File: config.mk
export PLATFORM = sky130hd
export DESIGN_NAME = d2s_converter_flat
export DESIGN_NICKNAME = d
export VERILOG_FILES = /design/src/rtl/d2s_converter_if.sv /design/src/rtl/d2s_converter.sv /design/src/flat_wrapper.sv
export SDC_FILE = /design/constraint.sdc
export NUM_CORES = 1
export LEC_CHECK = 0
export CORE_ASPECT_RATIO = 0.9
export CORE_MARGIN = 8
export CORE_UTILIZATION = 40
export CTS_BUF_LIST = sky130_fd_sc_hd__clkbuf_4
export CTS_CLUSTER_SIZE = 28
export DETAILED_ROUTE_END_ITERATION = 12
export PLACE_DENSITY = 0.71
export SETUP_SLACK_MARGIN = 0.4
export SYNTH_ARGS = -nofsm -noshare
export SYNTH_HDL_FRONTEND = slang
export SYNTH_SLANG_ARGS = --single-unit
File: constraint.sdc
create_clock -name Clock -period 1.7 [get_ports Clock]
set_input_delay 0.51 -clock Clock [delete_from_list [all_inputs] [get_ports Clock]]
set_output_delay 0.51 -clock Clock [all_outputs]
set_load 0.02 [all_outputs]
File: src/rtl/d2s_converter_if.sv
// Bundles the generator-facing inputs and display-facing outputs of d2s_converter.
interface d2s_converter_if #(
  parameter int unsigned Size   = 5,
  parameter int unsigned Digits = 2
);
  logic [Size-1:0]     Data;
  logic                SigneBit;
  logic [7*Digits-1:0] Segments;
  logic [6:0]          SignSegments;
  logic                Busy;
  logic                Update;

  modport master (
    output Data, SigneBit,
    input  Segments, SignSegments, Busy, Update
  );

  modport slave (
    input  Data, SigneBit,
    output Segments, SignSegments, Busy, Update
  );
endinterface

File: src/rtl/d2s_converter.sv
// Sign-magnitude binary to seven-segment display driver with a sequential
// double-dabble BCD engine and leading-zero blanking.
module d2s_converter #(
  parameter int unsigned Size   = 5,
  parameter int unsigned Digits = 2,
  parameter string       Signed = "No"
) (
  input  logic            Clock,
  input  logic            Reset,
  d2s_converter_if.slave  bus
);

  localparam int unsigned BcdW = 4 * Digits;
  localparam int unsigned SegW = 7 * Digits;
  localparam int unsigned CntW = $clog2(Size + 1);
  localparam bit          SignEn = (Signed == "Yes");

  localparam logic [6:0] SegBlank = 7'b1111111;
  localparam logic [6:0] SegMinus = 7'b0111111;
  localparam logic [6:0] SegZero  = 7'b1000000;
  localparam logic [SegW-1:0] SegRst = ({SegW{1'b1}} << 7) | SegW'(SegZero);

  // Digit count must cover the largest magnitude Data can carry.
  if ((10 ** Digits) <= (2 ** Size) - 1) begin : g_range_err
    $error("d2s_converter: Digits too small for Size");
  end

  typedef enum logic [1:0] {
    IDLE  = 2'd0,
    SHIFT = 2'd1,
    LOAD  = 2'd2
  } state_e;

  state_e              state_q, state_d;
  logic [Size-1:0]     bin_q, bin_d;
  logic [Size:0]       cap_q, cap_d;
  logic [Size:0]       last_q, last_d;
  logic [BcdW-1:0]     bcd_q, bcd_d;
  logic [CntW-1:0]     cnt_q, cnt_d;
  logic [SegW-1:0]     seg_q, seg_d;
  logic [6:0]          sign_seg_q, sign_seg_d;
  logic                busy_q, busy_d;
  logic                update_q, update_d;

  logic [BcdW-1:0]     adj;
  logic [SegW-1:0]     enc;

  function automatic logic [6:0] seg7(input logic [3:0] nib);
    case (nib)
      4'd0:    seg7 = 7'b1000000;
      4'd1:    seg7 = 7'b1111001;
      4'd2:    seg7 = 7'b0100100;
      4'd3:    seg7 = 7'b0110000;
      4'd4:    seg7 = 7'b0011001;
      4'd5:    seg7 = 7'b0010010;
      4'd6:    seg7 = 7'b0000010;
      4'd7:    seg7 = 7'b1111000;
      4'd8:    seg7 = 7'b0000000;
      4'd9:    seg7 = 7'b0010000;
      default: seg7 = SegBlank;
    endcase
  endfunction

  // Add-3 correction applied to every BCD nibble before each shift.
  always_comb begin
    adj = bcd_q;
    for (int i = 0; i < int'(Digits); i++) begin
      if (bcd_q[4*i +: 4] >= 4'd5) begin
        adj[4*i +: 4] = bcd_q[4*i +: 4] + 4'd3;
      end
    end
  end

  // Segment encoding with blanking of leading zero digits above digit 0.
  always_comb begin
    logic nz;
    nz  = 1'b0;
    enc = {SegW{1'b1}};
    for (int i = int'(Digits) - 1; i >= 0; i--) begin
      if (bcd_q[4*i +: 4] != 4'd0) begin
        nz = 1'b1;
      end
      if (i == 0 || nz) begin
        enc[7*i +: 7] = seg7(bcd_q[4*i +: 4]);
      end else begin
        enc[7*i +: 7] = SegBlank;
      end
    end
  end

  // Next-state and datapath control.
  always_comb begin
    state_d    = state_q;
    bin_d      = bin_q;
    cap_d      = cap_q;
    last_d     = last_q;
    bcd_d      = bcd_q;
    cnt_d      = cnt_q;
    seg_d      = seg_q;
    sign_seg_d = sign_seg_q;
    busy_d     = busy_q;
    update_d   = 1'b0;

    case (state_q)
      IDLE: begin
        if ({bus.Data, bus.SigneBit} != last_q) begin
          bin_d   = bus.Data;
          cap_d   = {bus.Data, bus.SigneBit};
          bcd_d   = '0;
          cnt_d   = '0;
          busy_d  = 1'b1;
          state_d = SHIFT;
        end
      end
      SHIFT: begin
        bcd_d = {adj[BcdW-2:0], bin_q[Size-1]};
        bin_d = bin_q << 1;
        cnt_d = cnt_q + CntW'(1);
        if (cnt_q == CntW'(Size - 1)) begin
          state_d = LOAD;
        end
      end
      LOAD: begin
        seg_d = enc;
        if (SignEn && cap_q[0] && (cap_q[Size:1] != '0)) begin
          sign_seg_d = SegMinus;
        end else begin
          sign_seg_d = SegBlank;
        end
        last_d   = cap_q;
        update_d = 1'b1;
        busy_d   = 1'b0;
        state_d  = IDLE;
      end
      default: begin
        state_d = IDLE;
        busy_d  = 1'b0;
      end
    endcase
  end

  // State and output registers; reset aborts any conversion in flight.
  always_ff @(posedge Clock or posedge Reset) begin
    if (Reset) begin
      state_q    <= IDLE;
      bin_q      <= '0;
      cap_q      <= '0;
      last_q     <= '0;
      bcd_q      <= '0;
      cnt_q      <= '0;
      seg_q      <= SegRst;
      sign_seg_q <= SegBlank;
      busy_q     <= 1'b0;
      update_q   <= 1'b0;
    end else begin
      state_q    <= state_d;
      bin_q      <= bin_d;
      cap_q      <= cap_d;
      last_q     <= last_d;
      bcd_q      <= bcd_d;
      cnt_q      <= cnt_d;
      seg_q      <= seg_d;
      sign_seg_q <= sign_seg_d;
      busy_q     <= busy_d;
      update_q   <= update_d;
    end
  end

  assign bus.Segments     = seg_q;
  assign bus.SignSegments = sign_seg_q;
  assign bus.Busy         = busy_q;
  assign bus.Update       = update_q;

endmodule

File: src/flat_wrapper.sv
// flat-port wrapper written by rule: the top's interface ports become plain ports
module d2s_converter_flat 
#(
  parameter int unsigned Size   = 5,
  parameter int unsigned Digits = 2,
  parameter string       Signed = "  "
)
  (Clock, Reset, bus_Data, bus_SigneBit, bus_Segments, bus_SignSegments, bus_Busy, bus_Update);
  d2s_converter_if #(.Size(Size), .Digits(Digits)) bus_i ();
  input  logic Clock;
  input  logic Reset;
  input wire logic [$bits(bus_i.Data)-1:0] bus_Data;
  input wire logic [$bits(bus_i.SigneBit)-1:0] bus_SigneBit;
  output wire logic [$bits(bus_i.Segments)-1:0] bus_Segments;
  output wire logic [$bits(bus_i.SignSegments)-1:0] bus_SignSegments;
  output wire logic [$bits(bus_i.Busy)-1:0] bus_Busy;
  output wire logic [$bits(bus_i.Update)-1:0] bus_Update;
  assign bus_i.Data = bus_Data;
  assign bus_i.SigneBit = bus_SigneBit;
  assign bus_Segments = bus_i.Segments;
  assign bus_SignSegments = bus_i.SignSegments;
  assign bus_Busy = bus_i.Busy;
  assign bus_Update = bus_i.Update;
  d2s_converter #(.Size(Size), .Digits(Digits), .Signed(Signed)) u_core (.Clock(Clock), .Reset(Reset), .bus(bus_i));
endmodule
==> flow_summary.rst <==
.. list-table::
   :header-rows: 1

   * - Metric
     - Value
   * - Congestion Overflow GR
     - 0
   * - Levels on crit path
     - 6
   * - Via count normalized by instance count
     - 4.89
   * - Clock Sink Count
     - 46
   * - Initial detailed-routing violation count
     - 62
   * - Highest clock rate
     - 0.631 GHz
   * - Number of synthesized flops with an enable pin
     - 0
   * - Data arrival time of the critical path
     - roughly 1800 ps
   * - Number of different library cells in the post-synthesis netlist
     - 45
   * - Setup repair after global routing missed its margin
     - yes
   * - CTS tree
     - done
   * - Top-level I/O count
     - 31
   * - Clock buffer count from CTS
     - 5
   * - Element type at the critical path end
     - register
   * - Slack of the worst reg-to-reg path
     - 150 ps
   * - Final critical-path share of the clock period
     - 93.2%
   * - Family with the most delay on the worst path
     - buffers and inverters
   * - Die footprint
     - 9120 um2
   * - Number of hold-slack violations in the final timing report
     - 0
   * - Total non-filler cell area in the finished layout
     - about 3400 um2
   * - Result of the run
     - complete, no violations
   * - Top library cells by usage in the layout, fill and taps aside
     - 36 x sky130_fd_sc_hd__nand2_1, 30 x sky130_fd_sc_hd__buf_4, 28 x sky130_fd_sc_hd__dfrtp_1, 23 x sky130_fd_sc_hd__buf_6, 17 x sky130_fd_sc_hd__inv_1
   * - Leakage power
     - 1.58 nW
   * - Startpoint kind of the worst setup timing path
     - input port
   * - IO Port Bufs
     - 23
   * - FFs w/ async S/R, synth
     - between 90% and 100%
   * - Maximum number of pins on one net before global-route repair
     - 47
   * - Crit path capture
     - u_core.cap_q[5]
   * - Overall fraction of global-route tracks in use
     - 11.8%
   * - RR Startpoint
     - u_core.last_q[3]
   * - DRC viols
     - 0
   * - Clock transition at the registers of the reported paths
     - 130 ps
   * - Antenna violations before repair
     - 0
   * - Final net count
     - 325
   * - Critical path launch point
     - bus_Data[0]
   * - First-pass DRT Iterations
     - 4
   * - Fraction of the yosys area taken by sequential cells
     - 45.9%
   * - Maximum fanout encountered on the critical timing path
     - 7
   * - Final Critical Period
     - about 1600 ps
   * - Routed Antenna Nets
     - 0
   * - Height of the chip
     - 91.4 um
   * - Wl on met1
     - around 2500 um
   * - Final core utilization
     - 55.9%
   * - Layout cells sized above 1
     - 42.3%
   * - Crit path max-delay cell type
     - sky130_fd_sc_hd__dlygate4sd2_1
   * - Cts-stage hold buffer count
     - 0
   * - Depth of the CTS H-tree
     - 2
   * - GP Congestion
     - 0.783
   * - Met2 layer wire length in the routed design
     - approximately 2500 um
   * - Met3 routed wirelength
     - 165 um
   * - Number of max-slew violations in the final report
     - 0
   * - Number of buffer and inverter stages on the critical path
     - 2
   * - Insertion delay to the later sink of the worst-skew pair
     - ~360 ps
   * - Worst Slack Setup Final
     - 116 ps
   * - Placed cell areas
     - 3100 um2
   * - Number of violations of the max-capacitance limit
     - 0
   * - Cells after synthesis
     - 249
   * - Via count
     - 1917
   * - Critical R2R Capture
     - u_core.cap_q[5]
   * - Power density normalized to cell area
     - around 1900 nW/um2
   * - Effective utilization at floorplan
     - 41.3%
   * - Via count of the first global-routing pass
     - 1940
   * - Required @ worst endpoint
     - 1950 ps
   * - Count of yosys warnings during synthesis
     - 0
   * - Hpwl dp
     - 3670 um
   * - Worst setup skew after layout
     - 7.60 ps
   * - Die Width
     - 99.8 um
   * - Filler instances
     - approximately 520
   * - Netlist area before placement
     - 2530 um2
   * - Biggest cell delay along the critical path
     - 300 ps
   * - Area added between synthesis and finish
     - 35.1%
   * - Most common library cell in the layout ignoring fill and taps
     - sky130_fd_sc_hd__nand2_1
   * - Minimum setup slack after placement
     - -522 ps
   * - Routed wire length
     - 5180 um
   * - Final setup violation count
     - 0
   * - Detail-routed net length per standard cell
     - 13.2 um
   * - Hold path depth
     - 2
   * - Cell row count
     - 27
   * - HP Class
     - reg2reg
   * - Flops & latches, synth
     - 46
   * - Cell chain of the critical path
     - dlygate4sd2_1, xnor2_4, nand4_4, o21ai_4, buf_6, mux2_4
   * - Core area
     - slightly above 6000 um2
   * - Primary FF master, synth
     - sky130_fd_sc_hd__dfrtp_1
   * - Path depth of the worst reg2reg path
     - 5
   * - Antenna diode instance count
     - 0
   * - Maximum number of buffers from clock root to sink
     - 2
   * - Worst-case vdd ir drop
     - ~540 uV
   * - Clock tree root buffer cell
     - sky130_fd_sc_hd__clkbuf_4
   * - Top sig layer
     - met4
   * - Wire length of the first global-routing pass
     - 8910 um
   * - Average cell area after synthesis
     - 10.2 um2
   * - Type of the setup path with the least slack
     - in2reg
power by group:
group	internal (mW)	total, mW	switching (mW)
sequential	1.69	2.25	0.552
combinational	2.06	3.75	1.69
clock	0.172	0.522	0.350
synthesized netlist by cell type, drive strengths merged, types with 6 or more instances:
library cell  count  share of area [%]
buf              12                3.1
a21oi             7                1.4
dfrtp            38                 38
o31ai             6                2.0
nand2            37                5.5
ha               13                6.4
a22o              8                2.8
clkbuf            7                1.0
nor2              7                1.1
inv              22                3.3
o21ai            16                3.6
dfstp             8                8.3
nand2b            6                1.5
mux2              9                4.0
xnor2             9                4.3
and3              6                1.5
sequential cells by signal, summed over array words and instances (netlist names):
| signal | cells |
|---|---|
| u_core.state_q | 2 |
| u_core.bus.Segments | 14 |
| u_core.cap_q | 6 |
| u_core.bcd_q | 8 |
| u_core.cnt_q | 3 |
| u_core.last_q | 6 |
| u_core.bin_q | 5 |
| u_core.bus.Busy | 1 |
| u_core.bus.Update | 1 |
cells by family (layout without fill, tap and decap cells):
group	count (synthesis)	in the layout	synth area share, %
AO/OA/AOI/OAI	59	59	17.4
XOR/XNOR	9	9	4.31
buffers and inverters	41	91	7.43
flip-flops	46	46	45.9
other	1	7	0.148
multiplexers	12	12	5.20
adder cells (fa/ha/maj)	13	13	6.44
AND/OR/NAND/NOR	68	68	13.1
cell type report:
class / count / area, um2 / area share [%]
inverter: 22 / 93.8 / 2.75
clock buffer: 6 / 45.0 / 1.32
tap: 87 / 109 / 3.19
multi-input combinational: 168 / 1420 / 41.5
timing repair buffer: 61 / 568 / 16.6
sequential: 46 / 1170 / 34.4
clock inverter: 2 / 8.76 / 0.256
per-stage QoR:
step,TNS (ps),instances,power (mW),hold WS [ps]
after global routing,0,392,7.03,507
after CTS,0,386,6.29,486
after detailed placement,-10450,369,5.46,455
final,0,392,6.52,482
after floorplan,0,255,4.45,433
after global placement,-9670,369,5.37,450
how the worst min path moves through the flow:
stage	from	end	slack, ps
after CTS	u_core.bus.Segments[11]	u_core.bus.Segments[11]	490
after global placement	u_core.cap_q[4]	u_core.last_q[4]	450
after global routing	u_core.bus.Segments[11]	u_core.bus.Segments[11]	510
final	u_core.bus.Segments[13]	u_core.bus.Segments[13]	480
after detailed placement	u_core.cap_q[5]	u_core.last_q[5]	460
after floorplan	u_core.cap_q[0]	u_core.last_q[0]	430
what timing repair did:
item                                    CTS  global route
setup buffers                             9             6
resized for setup                       118            34
pin swaps                                 4             9
cloned                                    0             0
endpoints found under the setup margin   47            61
layer usage:
layer | up-vias | global-route usage (%)
met1 | 921 | 15.0
met3 | 9 | 2.82
li1 | 959 | -
met4 | 0 | 3.78
met5 | - | 0
met2 | 28 | 19.3
worst min-delay path, delay by kind of cell, from the launching register on:
kind	cells	cell delay, ps
AOI/OAI and AO/OA	1	50
DFF	1	390
and+or+nand+nor	1	50
No activity file was read; power rests on OpenSTA's default activity.
